**src/rtl/gauss_frame_ctrl.sv**
```systemverilog
// Frame sequencer: raster-scans the source image into the 3x3 Gaussian filter and writes interior results back.
// Define GAUSS_CTRL_BORDER_ZERO_EN to add a CLEAR pass that zeroes the whole destination before the scan.
module gauss_frame_ctrl #(
   parameter int IMG_W    = 16,
   parameter int IMG_H    = 16,
   parameter int ADDR_W   = 10,
   parameter int SRC_BASE = 0,
   parameter int DST_BASE = 256,
   parameter int FILT_LAT = 1
) (
   input  logic              clk,
   input  logic              rst,
   input  logic              start,
   input  logic              stall,
   output logic              busy,
   output logic              done,
   output logic              rd_en,
   output logic [ADDR_W-1:0] rd_addr,
   input  logic [7:0]        rd_data,
   output logic              pix_valid,
   output logic [7:0]        pix_data,
   input  logic [7:0]        flt_data,
   output logic              wr_en,
   output logic [ADDR_W-1:0] wr_addr,
   output logic [7:0]        wr_data
);
   localparam int NPIX   = IMG_W * IMG_H;
   localparam int STAGES = 1 + FILT_LAT;
   localparam int RW     = $clog2(IMG_H);
   localparam int CW     = $clog2(IMG_W);
   localparam int DW     = $clog2(STAGES + 1);

`ifdef GAUSS_CTRL_BORDER_ZERO_EN
   typedef enum logic [2:0] {S_IDLE, S_CLEAR, S_SCAN, S_DRAIN, S_DONE} state_t;
   localparam int NW = $clog2(NPIX);
   logic [NW-1:0] clr_cnt;
   logic          clr_wr;
`else
   typedef enum logic [2:0] {S_IDLE, S_SCAN, S_DRAIN, S_DONE} state_t;
`endif

   state_t            st, nxt;
   logic [RW-1:0]     row;
   logic [CW-1:0]     col;
   logic [DW-1:0]     drn_cnt;
   logic              scan_rd, last_pix, interior;
   logic [ADDR_W-1:0] src_addr, ctr_addr;
   logic [STAGES:1]   vld_pipe;
   logic [ADDR_W-1:0] addr_pipe [1:STAGES];

   assign last_pix = (row == RW'(IMG_H - 1)) && (col == CW'(IMG_W - 1));
   assign interior = (row >= RW'(2)) && (col >= CW'(2));
   assign src_addr = ADDR_W'(SRC_BASE) + ADDR_W'(row) * ADDR_W'(IMG_W) + ADDR_W'(col);
   // Write target is the window centre, one row and one column behind the pixel just read.
   assign ctr_addr = ADDR_W'(DST_BASE) + (ADDR_W'(row) - ADDR_W'(1)) * ADDR_W'(IMG_W)
                   + ADDR_W'(col) - ADDR_W'(1);

   always_comb begin
      nxt     = st;
      busy    = 1'b0;
      done    = 1'b0;
      scan_rd = 1'b0;
      case (st)
         S_IDLE: if (start) begin
`ifdef GAUSS_CTRL_BORDER_ZERO_EN
            nxt = S_CLEAR;
`else
            nxt = S_SCAN;
`endif
         end
`ifdef GAUSS_CTRL_BORDER_ZERO_EN
         S_CLEAR: begin
            busy = 1'b1;
            if (clr_cnt == NW'(NPIX - 1)) nxt = S_SCAN;
         end
`endif
         S_SCAN: begin
            busy    = 1'b1;
            scan_rd = !stall;
            if (!stall && last_pix) nxt = S_DRAIN;
         end
         S_DRAIN: begin
            busy = 1'b1;
            if (drn_cnt == '0) nxt = S_DONE;
         end
         S_DONE: begin
            done = 1'b1;
            nxt  = S_IDLE;
         end
         default: nxt = S_IDLE;
      endcase
   end

   always_ff @(posedge clk or posedge rst) begin
      if (rst) begin
         st        <= S_IDLE;
         row       <= '0;
         col       <= '0;
         drn_cnt   <= '0;
         pix_valid <= 1'b0;
         vld_pipe  <= '0;
         for (int i = 1; i <= STAGES; i++) addr_pipe[i] <= '0;
      end else begin
         st        <= nxt;
         pix_valid <= scan_rd;
         if (scan_rd) begin
            if (col == CW'(IMG_W - 1)) begin
               col <= '0;
               row <= last_pix ? '0 : row + RW'(1);
            end else begin
               col <= col + CW'(1);
            end
         end
         // Drain holds STAGES+1 cycles so the last write retires before DONE.
         drn_cnt      <= (st == S_DRAIN) ? drn_cnt - DW'(1) : DW'(STAGES);
         vld_pipe[1]  <= scan_rd & interior;
         addr_pipe[1] <= ctr_addr;
         for (int i = 2; i <= STAGES; i++) begin
            vld_pipe[i]  <= vld_pipe[i-1];
            addr_pipe[i] <= addr_pipe[i-1];
         end
      end
   end

   assign rd_en    = scan_rd;
   assign rd_addr  = scan_rd ? src_addr : '0;
   assign pix_data = rd_data;
   assign wr_data  = vld_pipe[STAGES] ? flt_data : '0;

`ifdef GAUSS_CTRL_BORDER_ZERO_EN
   always_ff @(posedge clk or posedge rst) begin
      if (rst) clr_cnt <= '0;
      else     clr_cnt <= (st == S_CLEAR) ? clr_cnt + NW'(1) : '0;
   end

   assign clr_wr  = (st == S_CLEAR);
   assign wr_en   = vld_pipe[STAGES] | clr_wr;
   assign wr_addr = clr_wr ? ADDR_W'(DST_BASE) + ADDR_W'(clr_cnt)
                  : (vld_pipe[STAGES] ? addr_pipe[STAGES] : '0);
`else
   assign wr_en   = vld_pipe[STAGES];
   assign wr_addr = vld_pipe[STAGES] ? addr_pipe[STAGES] : '0;
`endif

endmodule

```
**config.mk**
```make
export PLATFORM = sky130hd
export DESIGN_NAME = gauss_frame_ctrl
export DESIGN_NICKNAME = d
export VERILOG_FILES = /design/src/rtl/gauss_frame_ctrl.sv
export SDC_FILE = /design/constraint.sdc
export NUM_CORES = 1
export LEC_CHECK = 0
export BUFFER_PORTS_ARGS = -buffer_cell sky130_fd_sc_hd__buf_2
export CORE_UTILIZATION = 49
export CTS_BUF_LIST = sky130_fd_sc_hd__clkbuf_16
export CTS_CLUSTER_SIZE = 8
export DETAILED_ROUTE_END_ITERATION = 6
export PLACE_DENSITY = 0.86
export SYNTH_ARGS = -nofsm -noshare
export SYNTH_HDL_FRONTEND = slang
export SYNTH_SLANG_ARGS = --single-unit
```
**constraint.sdc**
```tcl
create_clock -name clk -period 2 [get_ports clk]
set_input_delay 0 -clock clk [delete_from_list [all_inputs] [get_ports clk]]
set_output_delay 0 -clock clk [all_outputs]
set_load 0.05 [all_outputs]
```
==> results by stage, run 1 <==
Critical path:
- For this run, the slowest stage of the critical path takes roughly 0.42 ns.
- On the critical path, the stage with the largest delay is an instance of sky130_fd_sc_hd__dfrtp_1.
- STA classifies the critical path startpoint as a register.
- STA puts the critical path data required time at around 2 ns.
- The critical path is of the reg2out type.
- STA classifies the critical path endpoint as an output port.
- The biggest fanout along the worst timing path is 16.
- The arrival time reported for the critical path endpoint is 1.73 ns.
- Traced cell by cell, the critical path runs through inv_1 -> ha_1 -> nor2b_1 -> buf_4 -> nand2_1 -> inv_1 -> buf_2.
- The most numerous cell type found on the critical path is sky130_fd_sc_hd__inv_1.

Yosys:
- The sequential-to-total area share from yosys stat is 0.507.
- Each instance of the synthesized netlist takes up on average 11.0 µm².
- After synthesis, the netlist uses 32 different library cells.
- The largest family of logic cells by synthesized area is simple AND/OR/NAND/NOR gates.
- The Yosys step of the flow raised 0 warnings.
- The number of flops mapped to enable cells by yosys is 0.
- After synthesis, the share of cell area in mux cells is 0.0210.
- For this run, the leading register cell type out of synthesis is sky130_fd_sc_hd__dfrtp_1.
- For this run, asynchronously set or reset flops after synthesis account for 1.00.
- The basic-gate share of the synthesized area counting and, or, nand and nor cells is 0.183.
- Of the total synthesized cell area, the portion taken by XOR and XNOR cells is 0.0507.
- Counting flops and latches in the post-synthesis netlist gives 35.
- Synthesis handed over a netlist of 157 instances.
- After synthesis the cells add up to 1730 µm².
- The post-synthesis compound-gate area fraction was 0.0543.
- The fraction of the mapped netlist area in adder cells is 0.0868.

Job:
- The max capacitance violation total is 0.

Floorplan:
- The floorplan core area is 3360 µm².
- For this design the top-level I/O count stands at 61.
- The initialized floorplan defines 21 standard-cell rows.
- The die footprint is 3770 µm².
- The effective utilization at floorplan is 0.514.
- From left edge to right edge, the die measures 61.4 µm.
- The height of the die is 61.4 µm.

Final layout:
- The most common library cell in the layout ignoring fill and taps is sky130_fd_sc_hd__buf_2.
- At the end of the flow, the number of nets in the layout was 228.
- The share of final-layout standard cells stronger than drive strength 1 is 0.296.
- The multi-input logic area is 696 µm².
- 0 antenna diodes ended up in the layout.
- The layout has 285 filler cells.
- Relative to the synthesized area, the layout overhead comes to 18.4%.
- The top cell types in the final layout, fill and taps aside, are sky130_fd_sc_hd__buf_2, sky130_fd_sc_hd__dfrtp_1, sky130_fd_sc_hd__and2_1.
- Summing all flip-flop and latch instances after layout gives 876 µm².

Global routing:
- The initial antenna violation count is 0.
- The first global-routing pass estimated about 4600 µm of wire.
- Global routing finished with a remaining overflow of 0.
- The maximum number of pins on one net before global-route repair is 36.
- The all-layer global routing usage is 0.175.
- The number of global-route vias before repair came to 1072.

STA:
- The max-slew violation count is 0.
- The least setup slack across all paths after layout is 0.275 ns.
- After routing, the total negative slack on setup checks comes to 0 ns.
- The maximum frequency from static timing analysis is 580 MHz.
- Between clock sinks in the finished design, the worst skew comes to around 0.0055 ns.
- The count of endpoints failing setup in the final report is 0.
- The final worst-path cycle share is 0.863.
- The clock period minus final worst setup slack is 1.73 ns.
- The total count of hold-check failures in the final report is 0.
- Setup repair after global routing left no endpoint under its margin.

Routing:
- The number of detailed-routing iterations run before antenna repair is 5.
- The final antenna-violating net count is 0.
- The DRC violations left is 0.
- After detailed routing, the total wire length is 2780 µm.
- In the final routed layout, each cell accounts on average for 11.5 µm.
- The detail-routed via count per cell is 4.83.
- The total via count after detailed routing is 1169.
- The first-iteration detailed-routing DRC count is 17.

Place:
- The port buffer count is 42.
- At the end of routability-driven placement, the weighted congestion stood at 0.780.
- Timing analysis after detailed placement gives a worst setup slack of just under 0.4 ns.
- The estimated wirelength of the detail-placed design is 1990 µm.

CTS:
- TritonCTS built the clock tree.
- The number of hold buffers added after CTS was 1.
- No sink is reached through more buffers than the 2 on the longest clock path.
- The post-cts repair resize count is 0.
- The H-tree depth is 2.
- The clock latency of the later-clocked register in the worst-skew pair is 0.27 ns.
- Post-CTS timing repair inserted 0 buffers for setup.
- Clock-pin slew was measured on the worst setup and hold paths at around 0.050 ns.
- CTS saw 35 sinks.
- Buffers inserted during clock tree synthesis total 5.
- The root cell of the clock tree is sky130_fd_sc_hd__clkbuf_16.

Power and ir drop:
- Dividing total power by cell area gives a power density of about 1300 nW/µm².
- The total leakage power is 1.05 nW.
- The peak supply drop is 0.451 mV.

Outcome:
- The flow ran to the end, and the final reports show no timing, DRC or antenna violations.

Hold path:
- The type of the worst min-delay path is in2out.
==> per-layer routing <==
layer	wire length, µm	up-vias	GRT usage	share of wire
li1	-	573	-	-
met1	1170	541	0.174	0.42
met2	1380	49	0.320	0.50
met3	185	6	0.0777	0.067
met4	41	0	0.0698	0.015
met5	0	-	0	0
==> critical path: cells and delay by family (launching register included) <==
family                     cells  cell delay (ns)
DFF                            1             0.42
and+or+nand+nor                2             0.24
adders and majority gates      1             0.16
buffers and inverters          4             0.62
==> registers in the layout, indices dropped and copies added, names as in the netlist <==
signal     count
st             2
addr_pipe     20
drn_cnt        2
vld_pipe       2
pix_valid      1
col            4
row            4
==> metrics by stage <==
step	cell area (µm²)	util	hold WS, ns	power, W	std cells
2_1_floorplan	1740	-	0.154	0.00179	159
3_3_place_gp	1900	0.566	0.000341	0.00185	234
3_5_place_dp	1900	0.566	0.000341	0.00188	234
4_1_cts	2050	0.609	0.000341	0.00259	242
5_1_grt	2050	0.609	0.000143	0.00274	242
6_report	2050	0.609	0.0000220	0.00257	242
==> where the power goes <==
part | leakage, nW | switching [W] | internal, W
Sequential | 0.415 | 0.000156 | 0.000926
Combinational | 0.566 | 0.000534 | 0.000252
Clock | 0.0671 | 0.000255 | 0.000446
Total | 1.05 | 0.000945 | 0.00162
==> final timing paths <==
kind / from / endpoint / slack (ns) / cells after the start
max: st[1]$_DFFE_PP0P_ / rd_addr[2] / 0.27 / 7
min in group asynchronous: rst / addr_pipe[6]$_DFF_PP0_ / 0.38 / 4
max in group asynchronous: rst / pix_valid$_DFF_PP0_ / 1.32 / 4
min reg2reg: vld_pipe[1]$_DFF_PP0_ / vld_pipe[2]$_DFF_PP0_ / 0.34 / 0
min: rd_data[6] / pix_data[6] / 0.00002 / 0
max reg2reg: row[0]$_DFFE_PP0P_ / addr_pipe[17]$_DFF_PP0_ / 0.37 / 5
==> logic make-up after synthesis <==
logic type                 Yosys count
AOI/OAI and AO/OA                   14
adders and majority gates           12
DFF                                 35
muxes                                3
xor gates and xnor gates            10
buffers and inverters               28
other                                1
and+or+nand+nor                     54
==> cell usage after synthesis, types with 2 or more instances <==
cell type | n | area share
sky130_fd_sc_hd__dfrtp_1 | 35 | 0.51
sky130_fd_sc_hd__o21ai_0 | 4 | 0.012
sky130_fd_sc_hd__nor3_1 | 7 | 0.020
sky130_fd_sc_hd__nand2_1 | 8 | 0.017
sky130_fd_sc_hd__buf_6 | 2 | 0.013
sky130_fd_sc_hd__nand3_1 | 5 | 0.014
sky130_fd_sc_hd__xor2_1 | 5 | 0.025
sky130_fd_sc_hd__xnor2_1 | 5 | 0.025
sky130_fd_sc_hd__nand2b_1 | 2 | 0.0072
sky130_fd_sc_hd__ha_1 | 12 | 0.087
sky130_fd_sc_hd__nor2_1 | 3 | 0.0065
sky130_fd_sc_hd__and2_1 | 20 | 0.072
sky130_fd_sc_hd__inv_1 | 13 | 0.028
sky130_fd_sc_hd__o41ai_1 | 3 | 0.015
sky130_fd_sc_hd__buf_4 | 12 | 0.052
sky130_fd_sc_hd__a21oi_1 | 4 | 0.012
sky130_fd_sc_hd__nor4_1 | 2 | 0.0072
==> area by class of cell <==
cell class | instances | area share
Clock buffer | 5 | 0.0611
Multi-Input combinational cell | 96 | 0.340
Sequential cell | 35 | 0.428
Tap cell | 46 | 0.0281
Timing Repair Buffer | 45 | 0.115
Inverter | 13 | 0.0238
Clock inverter | 2 | 0.00428
No activity file was read; power rests on OpenSTA's default activity.
==> run 2: changes to the inputs <==
--- a/config.mk
+++ b/config.mk
@@ -10,6 +10,7 @@
 export CTS_BUF_LIST = sky130_fd_sc_hd__clkbuf_16
 export CTS_CLUSTER_SIZE = 8
 export DETAILED_ROUTE_END_ITERATION = 6
+export HOLD_SLACK_MARGIN = 0.06
 export PLACE_DENSITY = 0.86
 export SYNTH_ARGS = -nofsm -noshare
 export SYNTH_HDL_FRONTEND = slang
==> run 2 against run 1 <==
Against the previous run:
- clock-buffer cell count stayed put
- via count is 2.6% higher
- total power is 1.7% higher
- critical path depth stayed put
- global-route usage hardly changed
- register-to-register slack hardly changed
- non-clock buffer count is 8 higher
==> results by stage, run 2 (same netlist as run 1, synthesis figures left out) <==
Outcome:
- Outcome: finished, final reports clean (unchanged).

Final layout:
- The final design utilization was 0.632 (was 0.609).
- The diode insertion count for antenna repair is 0 (unchanged).
- Largest regs: addr_pipe x20, col x4, row x4 (unchanged).
- The layout net count is 236 (was 228).
- Commonest non-fill, non-tap cells in the layout: sky130_fd_sc_hd__buf_2, sky130_fd_sc_hd__dfrtp_1, sky130_fd_sc_hd__and2_1 (unchanged).
- The synthesis-to-finish area growth is 23.0% (was 18.4%).
- The number of non-filler instances in the completed layout is 250 (was 242).
- The post-route cell area is 2130 µm² (was 2050 µm²).
- The largest register by flop count is addr_pipe (unchanged).
- The share of final-layout standard cells stronger than drive strength 1 is 0.284 (was 0.296).
- The most common library cell in the layout ignoring fill and taps is sky130_fd_sc_hd__buf_2 (unchanged).
- The number of flip-flops in the largest register is 20 (unchanged).

Place:
- The number of placed instances with taps included is 234 (unchanged).
- The cell area reported after detailed placement is 1900 µm² (unchanged).
- The estimated wirelength of the detail-placed design came to 1990 µm (unchanged).
- The worst slack at placement is 0.390 ns (unchanged).
- The port buffer count is 42 (unchanged).
- The final RePlAce weighted congestion is 0.780 (unchanged).

Routing:
- The post-detailed-routing wire length is 2870 µm (was 2780 µm).
- The post-detailed-route wirelength per cell was 11.5 µm (about the same).
- The first-iteration detailed-routing DRC count was 17 (unchanged).
- The final antenna-violating net count is 0 (unchanged).
- The total via count after detailed routing was 1199 (was 1169).
- The number of detailed-routing iterations run before antenna repair is 5 (unchanged).
- The DRC violations left came to 0 (unchanged).
- The detail-routed via count per cell is 4.80 (was 4.83).

Critical path:
- The data required time of the worst path is 2.00 ns (about the same).
- The category of the most critical setup path was reg2out (unchanged).
- The biggest fanout along the worst timing path came to 16 (unchanged).
- The critical path endpoint category is an output port (unchanged).
- The element type at the critical path start is a register (unchanged).
- The arrival time reported for the critical path endpoint is 1.73 ns (about the same).

STA:
- The final worst-path cycle share was 0.863 (unchanged).
- The normalized max-slew margin is 0.663.
- The total count of hold-check failures in the final report was 0 (unchanged).
- The setup skew after layout was 0.00550 ns (unchanged).
- The count of endpoints failing setup in the final report is 0 (unchanged).
- The least setup slack across all paths after layout is 0.275 ns (unchanged).
- The maximum frequency from static timing analysis came to 580 MHz (unchanged).
- Unrepaired setup endpoints after global routing: no (unchanged).
- For the pin with the worst max-slew slack, the measured transition is between 0.5 and 0.6 ns.
- The clock period minus final worst setup slack is 1.73 ns (unchanged).
- The final sum of negative setup slack is 0 ns (unchanged).
- The max-slew violation count came to 0 (unchanged).

CTS:
- The total clock buffers created by CTS came to 5 (unchanged).
- The maximum root-to-sink buffer count is 2 (unchanged).
- The TritonCTS clock tree is done (unchanged).
- The post-CTS repair timing setup buffer count was 0 (unchanged).
- The number of clock sinks is 35 (unchanged).
- The H-tree depth is 2 (unchanged).
- The clock latency of the later-clocked register in the worst-skew pair is 0.27 ns (about the same).
- The post-cts repair resize count is 0 (unchanged).
- The quantity of hold-fixing buffers added after cts is 9 (was 1).
- The clock transition time at the flip-flop clock pins of the worst setup and hold paths is 0.05 ns (about the same).
- The root cell of the clock tree is sky130_fd_sc_hd__clkbuf_16 (unchanged).

Global routing:
- The remaining global-route overflow is 0 (unchanged).
- The number of global-route vias before repair is 1084 (was 1072).
- The initial antenna violation count came to 0 (unchanged).
- The global-route wire length before repair was 4620 µm (was 4610 µm).
- The all-layer global routing usage is 0.176 (was 0.175).
- The maximum number of pins on one net before global-route repair is 36 (unchanged).

Power and ir drop:
- The internal power summed over all cells came to 0.00163 W (was 0.00162 W).
- The clock network power share is 0.268 (was 0.273).
- The total leakage power is 1.08 nW (was 1.05 nW).
- The proportion of power drawn by flip-flops and latches is 0.414 (was 0.421).
- The power spent charging and discharging nets came to 0.000978 W (was 0.000945 W).
- The switching share of power was 0.374 (was 0.368).
- The fraction of power consumed by combinational cells is 0.318 (was 0.306).
- The peak supply drop is 0.452 mV (was 0.451 mV).
- The power per cell area was 1230 nW/µm² (was 1260 nW/µm²).

Job:
- The max capacitance violation total came to 0 (unchanged).

Floorplan:
- The die outline width came to 61.4 µm (unchanged).
- The floorplan core area is 3360 µm² (unchanged).
- The effective utilization at floorplan is 0.514 (unchanged).
- The height of the die came to 61.4 µm (unchanged).
- The number of rows in the core area was 21 (unchanged).
- The die footprint is 3770 µm² (unchanged).
- The number of primary I/O pins is 61 (unchanged).

Hold path:
- The type of the worst min-delay path was in2reg (was in2out).
## run 2: cell types whose count changed in the layout (fill, tap and decap cells not counted), sizes merged
cell and change:
dlygate4sd3 +8
## run 2: stage by stage
step	power (W)	hold slack (ns)
6_report	0.00261	0.181
5_1_grt	0.00278	0.198
4_1_cts	0.00263	0.176
3_5_place_dp	0.00188	0.000341
3_3_place_gp	0.00185	0.000341
2_1_floorplan	0.00179	0.154
## run 2: metal layers
| layer | track usage | routed length (µm) | vias to the layer above |
|---|---|---|---|
| li1 | - | - | 589 |
| met1 | 0.178 | 1190 | 555 |
| met2 | 0.325 | 1440 | 51 |
| met3 | 0.0693 | 194 | 4 |
| met4 | 0.0667 | 37 | 0 |
| met5 | 0 | 0 | - |
## run 2: power by group through the flow
stage          clock (W)  combinational [W]  sequential (W)
5_1_grt         0.000757           0.000917         0.00111
2_1_floorplan          0           0.000757         0.00103
3_5_place_dp           0           0.000787         0.00109
6_report        0.000701           0.000830         0.00108
4_1_cts         0.000714           0.000837         0.00108
3_3_place_gp           0           0.000770         0.00108
## run 2: worst max-delay path, cell delays in order (launching register included)
cell                      delay, ns
sky130_fd_sc_hd__dfrtp_1       0.42
sky130_fd_sc_hd__inv_1         0.09
sky130_fd_sc_hd__ha_1          0.16
sky130_fd_sc_hd__nor2b_1       0.14
sky130_fd_sc_hd__buf_4         0.21
sky130_fd_sc_hd__nand2_1       0.10
sky130_fd_sc_hd__inv_1         0.07
sky130_fd_sc_hd__buf_2         0.25
## run 2: worst paths after layout
kind / from / end / slack, ns / cells after the start
worst min register to register: vld_pipe[1]$_DFF_PP0_ / vld_pipe[2]$_DFF_PP0_ / 0.34 / 0
worst min-delay path: start / st[0]$_DFFE_PP0P_ / 0.18 / 4
worst max-delay path: st[1]$_DFFE_PP0P_ / rd_addr[2] / 0.27 / 7
worst max register to register: row[0]$_DFFE_PP0P_ / addr_pipe[17]$_DFF_PP0_ / 0.37 / 5
max in group asynchronous: rst / pix_valid$_DFF_PP0_ / 1.32 / 4
min in group asynchronous: rst / addr_pipe[6]$_DFF_PP0_ / 0.38 / 4
## run 2: final cells by class
cell class	instances	area [µm²]
fill	284	1240
clock buffer	5	125
tap	46	57.6
multi-input combinational	96	696
clock inverter	2	8.76
sequential	35	876
timing repair buffer	53	315
inverter	13	48.8
==> run 3: changes to the inputs <==
==> constraint.sdc (replaced) <==
create_clock -name clk -period 2 [get_ports clk]
set_input_delay 0.3 -clock clk [delete_from_list [all_inputs] [get_ports clk]]
set_output_delay 0.3 -clock clk [all_outputs]
set_load 0.05 [all_outputs]
==> run 3 against run 2 <==
Against the previous run:
- critical path type unchanged
- largest power group unchanged
- critical path depth decreased by 1
- clock power is 21% higher
- first-iteration DRC count unchanged
- largest cell class unchanged
- global-route usage rose by 0.19 points
==> results by stage, run 3 (same netlist as run 1, synthesis figures left out) <==
Final layout:
- The diode insertion count for antenna repair is 0 (unchanged).
- The layout net count is 230 (was 236).
- The fill cell total of the finished layout was 283 (was 284).
- The number of non-filler instances in the completed layout is 245 (was 250).
- The share of final-layout standard cells stronger than drive strength 1 is 0.317 (was 0.284).
- The synthesis-to-finish area growth is 21.9% (was 23.0%).
- Largest regs: addr_pipe x20, col x4, row x4 (unchanged).
- The final design utilization is 0.626 (was 0.632).
- The most common library cell in the layout ignoring fill and taps is sky130_fd_sc_hd__buf_2 (unchanged).
- The largest register by flop count is addr_pipe (unchanged).
- The number of flip-flops in the largest register is 20 (unchanged).
- Commonest non-fill, non-tap cells in the layout: sky130_fd_sc_hd__buf_2, sky130_fd_sc_hd__dfrtp_1, sky130_fd_sc_hd__and2_1 (unchanged).

Critical path:
- The data required time of the worst path is 1.70 ns (was 2.00 ns).
- The flop-to-flop setup slack is 0.35 ns (was 0.37 ns).
- The category of the most critical setup path is reg2out (unchanged).
- The destination of the worst register-to-register timing path was st[1]$_DFFE_PP0P_ (was addr_pipe[17]$_DFF_PP0_).
- The arrival time reported for the critical path endpoint was 1.61 ns (was 1.73 ns).
- Cell Chain, Critical Path: inv_1 -> ha_1 -> nor2b_2 -> buf_6 -> and2_2 -> buf_4 (was inv_1 -> ha_1 -> nor2b_1 -> buf_4 -> nand2_1 -> inv_1 -> buf_2).
- The kind of cell adding the most delay to the critical path is buffers and inverters (unchanged).
- The cell depth of the worst flop-to-flop path is 5 (unchanged).
- The highest-delay cell along the critical path was sky130_fd_sc_hd__dfrtp_1 (unchanged).
- The critical path endpoint category is an output port (unchanged).
- The biggest fanout along the worst timing path is 8 (was 16).
- The worst path buffer plus inverter count is 3 (was 4).
- The element type at the critical path start is a register (unchanged).
- The delay of the slowest cell on the worst path was 0.39 ns (was 0.42 ns).
- The startpoint of the worst register-to-register path was col[1]$_DFFE_PP0P_ (was row[0]$_DFFE_PP0P_).

STA:
- The max-slew violation count is 0 (unchanged).
- The setup skew after layout came to 0.00332 ns (was 0.00550 ns).
- The final worst-path cycle share is 0.954 (was 0.863).
- The clock period minus final worst setup slack was 1.91 ns (was 1.73 ns).
- The worst hold slack after final layout came to 0.109 ns (was 0.181 ns).
- The count of endpoints failing setup in the final report is 0 (unchanged).
- The least setup slack across all paths after layout is 0.0910 ns (was 0.275 ns).
- The total count of hold-check failures in the final report is 0 (unchanged).
- Unrepaired setup endpoints after global routing: no (unchanged).
- The maximum frequency from static timing analysis is 524 MHz (was 580 MHz).

Power and ir drop:
- The peak supply drop is 0.483 mV (was 0.452 mV).
- The power per cell area is 1300 nW/µm² (was 1230 nW/µm²).
- The total leakage power is 1.08 nW (about the same).

CTS:
- The H-tree depth is 2 (unchanged).
- The quantity of hold-fixing buffers added after cts came to 0 (was 9).
- The maximum root-to-sink buffer count came to 2 (unchanged).
- The root cell of the clock tree is sky130_fd_sc_hd__clkbuf_16 (unchanged).
- The clock latency of the later-clocked register in the worst-skew pair is 0.27 ns (about the same).
- The TritonCTS clock tree is done (unchanged).
- The total clock buffers created by CTS is 5 (unchanged).
- The clock transition time at the flip-flop clock pins of the worst setup and hold paths was 0.05 ns (about the same).
- The number of clock sinks is 35 (unchanged).

Job:
- The max capacitance violation total is 0 (unchanged).

Global routing:
- The all-layer global routing usage came to 0.178 (was 0.176).
- The global-route wire length before repair is 4660 µm (was 4620 µm).
- The maximum number of pins on one net before global-route repair was 36 (unchanged).
- The initial antenna violation count is 0 (unchanged).
- The remaining global-route overflow came to 0 (unchanged).
- The number of global-route vias before repair is 1111 (was 1084).

Floorplan:
- The die footprint is 3770 µm² (unchanged).
- The number of primary I/O pins came to 61 (unchanged).
- The die outline width is 61.4 µm (unchanged).
- The number of rows in the core area is 21 (unchanged).
- The height of the die is 61.4 µm (unchanged).
- The floorplan core area is 3360 µm² (unchanged).
- The effective utilization at floorplan is 0.514 (unchanged).

Routing:
- The DRC violations left was 0 (unchanged).
- The post-detailed-route wirelength per cell is 11.7 µm (was 11.5 µm).
- The total via count after detailed routing came to 1202 (was 1199).
- The first-iteration detailed-routing DRC count is 17 (unchanged).
- The detail-routed via count per cell was 4.91 (was 4.80).
- The final antenna-violating net count is 0 (unchanged).
- The post-detailed-routing wire length is 2880 µm (was 2870 µm).
- The number of detailed-routing iterations run before antenna repair is 4 (was 5).

Place:
- The worst slack at placement is 0.301 ns (was 0.390 ns).
- The number of placed instances with taps included came to 234 (unchanged).
- The estimated wirelength of the detail-placed design is 2010 µm (was 1990 µm).
- The port buffer count is 42 (unchanged).
- The final RePlAce weighted congestion was 0.757 (was 0.780).

Outcome:
- Outcome: finished, final reports clean (unchanged).

Hold path:
- The type of the worst min-delay path is in2async (was in2reg).
==> run 3: cell count changes in the layout (fill, tap and decap cells not counted) <==
cell	before	now
sky130_fd_sc_hd__clkbuf_4	0	1
sky130_fd_sc_hd__nor2b_1	1	0
sky130_fd_sc_hd__buf_2	42	39
sky130_fd_sc_hd__nor2b_2	0	1
sky130_fd_sc_hd__buf_6	0	2
sky130_fd_sc_hd__dlygate4sd3_1	9	0
sky130_fd_sc_hd__buf_4	2	5
sky130_fd_sc_hd__bufinv_16	0	1
==> run 3: repair_timing <==
item / 4_1_cts / 5_1_grt
cloned: 0 / 1
endpoints found under the setup margin: 1 / 4
gates resized for setup: 1 / 8
setup buffers: 0 / 2
==> run 3: through the flow <==
stage | area (µm²) | TNS [ns] | power (W)
after floorplan | 1740 | -0.303 | 0.00179
after global placement | 1900 | 0 | 0.00185
after detailed placement | 1900 | 0 | 0.00189
after CTS | 2070 | 0 | 0.00275
after global routing | 2110 | 0 | 0.00290
final | 2110 | 0 | 0.00274
==> run 3: worst register-to-register path, stage by stage (launching register included) <==
cell,delay [ns]
sky130_fd_sc_hd__dfrtp_1,0.46
sky130_fd_sc_hd__ha_1,0.32
sky130_fd_sc_hd__nand3_4,0.10
sky130_fd_sc_hd__nor3_2,0.20
sky130_fd_sc_hd__o221ai_2,0.15
sky130_fd_sc_hd__mux2_4,0.32
==> run 3: area by class of cell <==
| type | count | area, µm² | share of cell area |
|---|---|---|---|
| sequential | 35 | 876 | 0.416 |
| timing repair buffer | 47 | 263 | 0.125 |
| tap | 46 | 57.6 | 0.0273 |
| inverter | 13 | 48.8 | 0.0232 |
| multi-input combinational | 96 | 698 | 0.331 |
| clock buffer | 5 | 125 | 0.0594 |
| clock inverter | 3 | 38.8 | 0.0184 |
==> run 3: where the power goes <==
| part | total [W] | leakage, nW | switching (W) | internal, W |
|---|---|---|---|---|
| combinational | 0.000807 | 0.579 | 0.000540 | 0.000267 |
| clock | 0.000849 | 0.0812 | 0.000269 | 0.000580 |
| sequential | 0.00108 | 0.415 | 0.000158 | 0.000926 |
==> run 3: metal layers <==
metal  GRT usage  routed length, µm
met1       0.174               1140
met4      0.0921                 79
met3      0.0651                190
met5           0                  0
met2       0.326               1470
==> run 3: how the worst max path moves through the flow <==
stage | start | end | slack, ns | cells after the start
finish | st[1]$_DFFE_PP0P_ | rd_addr[3] | 0.09 | 6
global route | st[1]$_DFFE_PP0P_ | rd_addr[7] | 0.02 | 6
CTS | st[1]$_DFFE_PP0P_ | rd_addr[3] | 0.003 | 6
detailed placement | st[1]$_DFFE_PP0P_ | rd_addr[2] | 0.30 | 7
global placement | st[1]$_DFFE_PP0P_ | rd_addr[2] | 0.37 | 7
floorplan | st[1]$_DFFE_PP0P_ | rd_addr[0] | -0.08 | 4
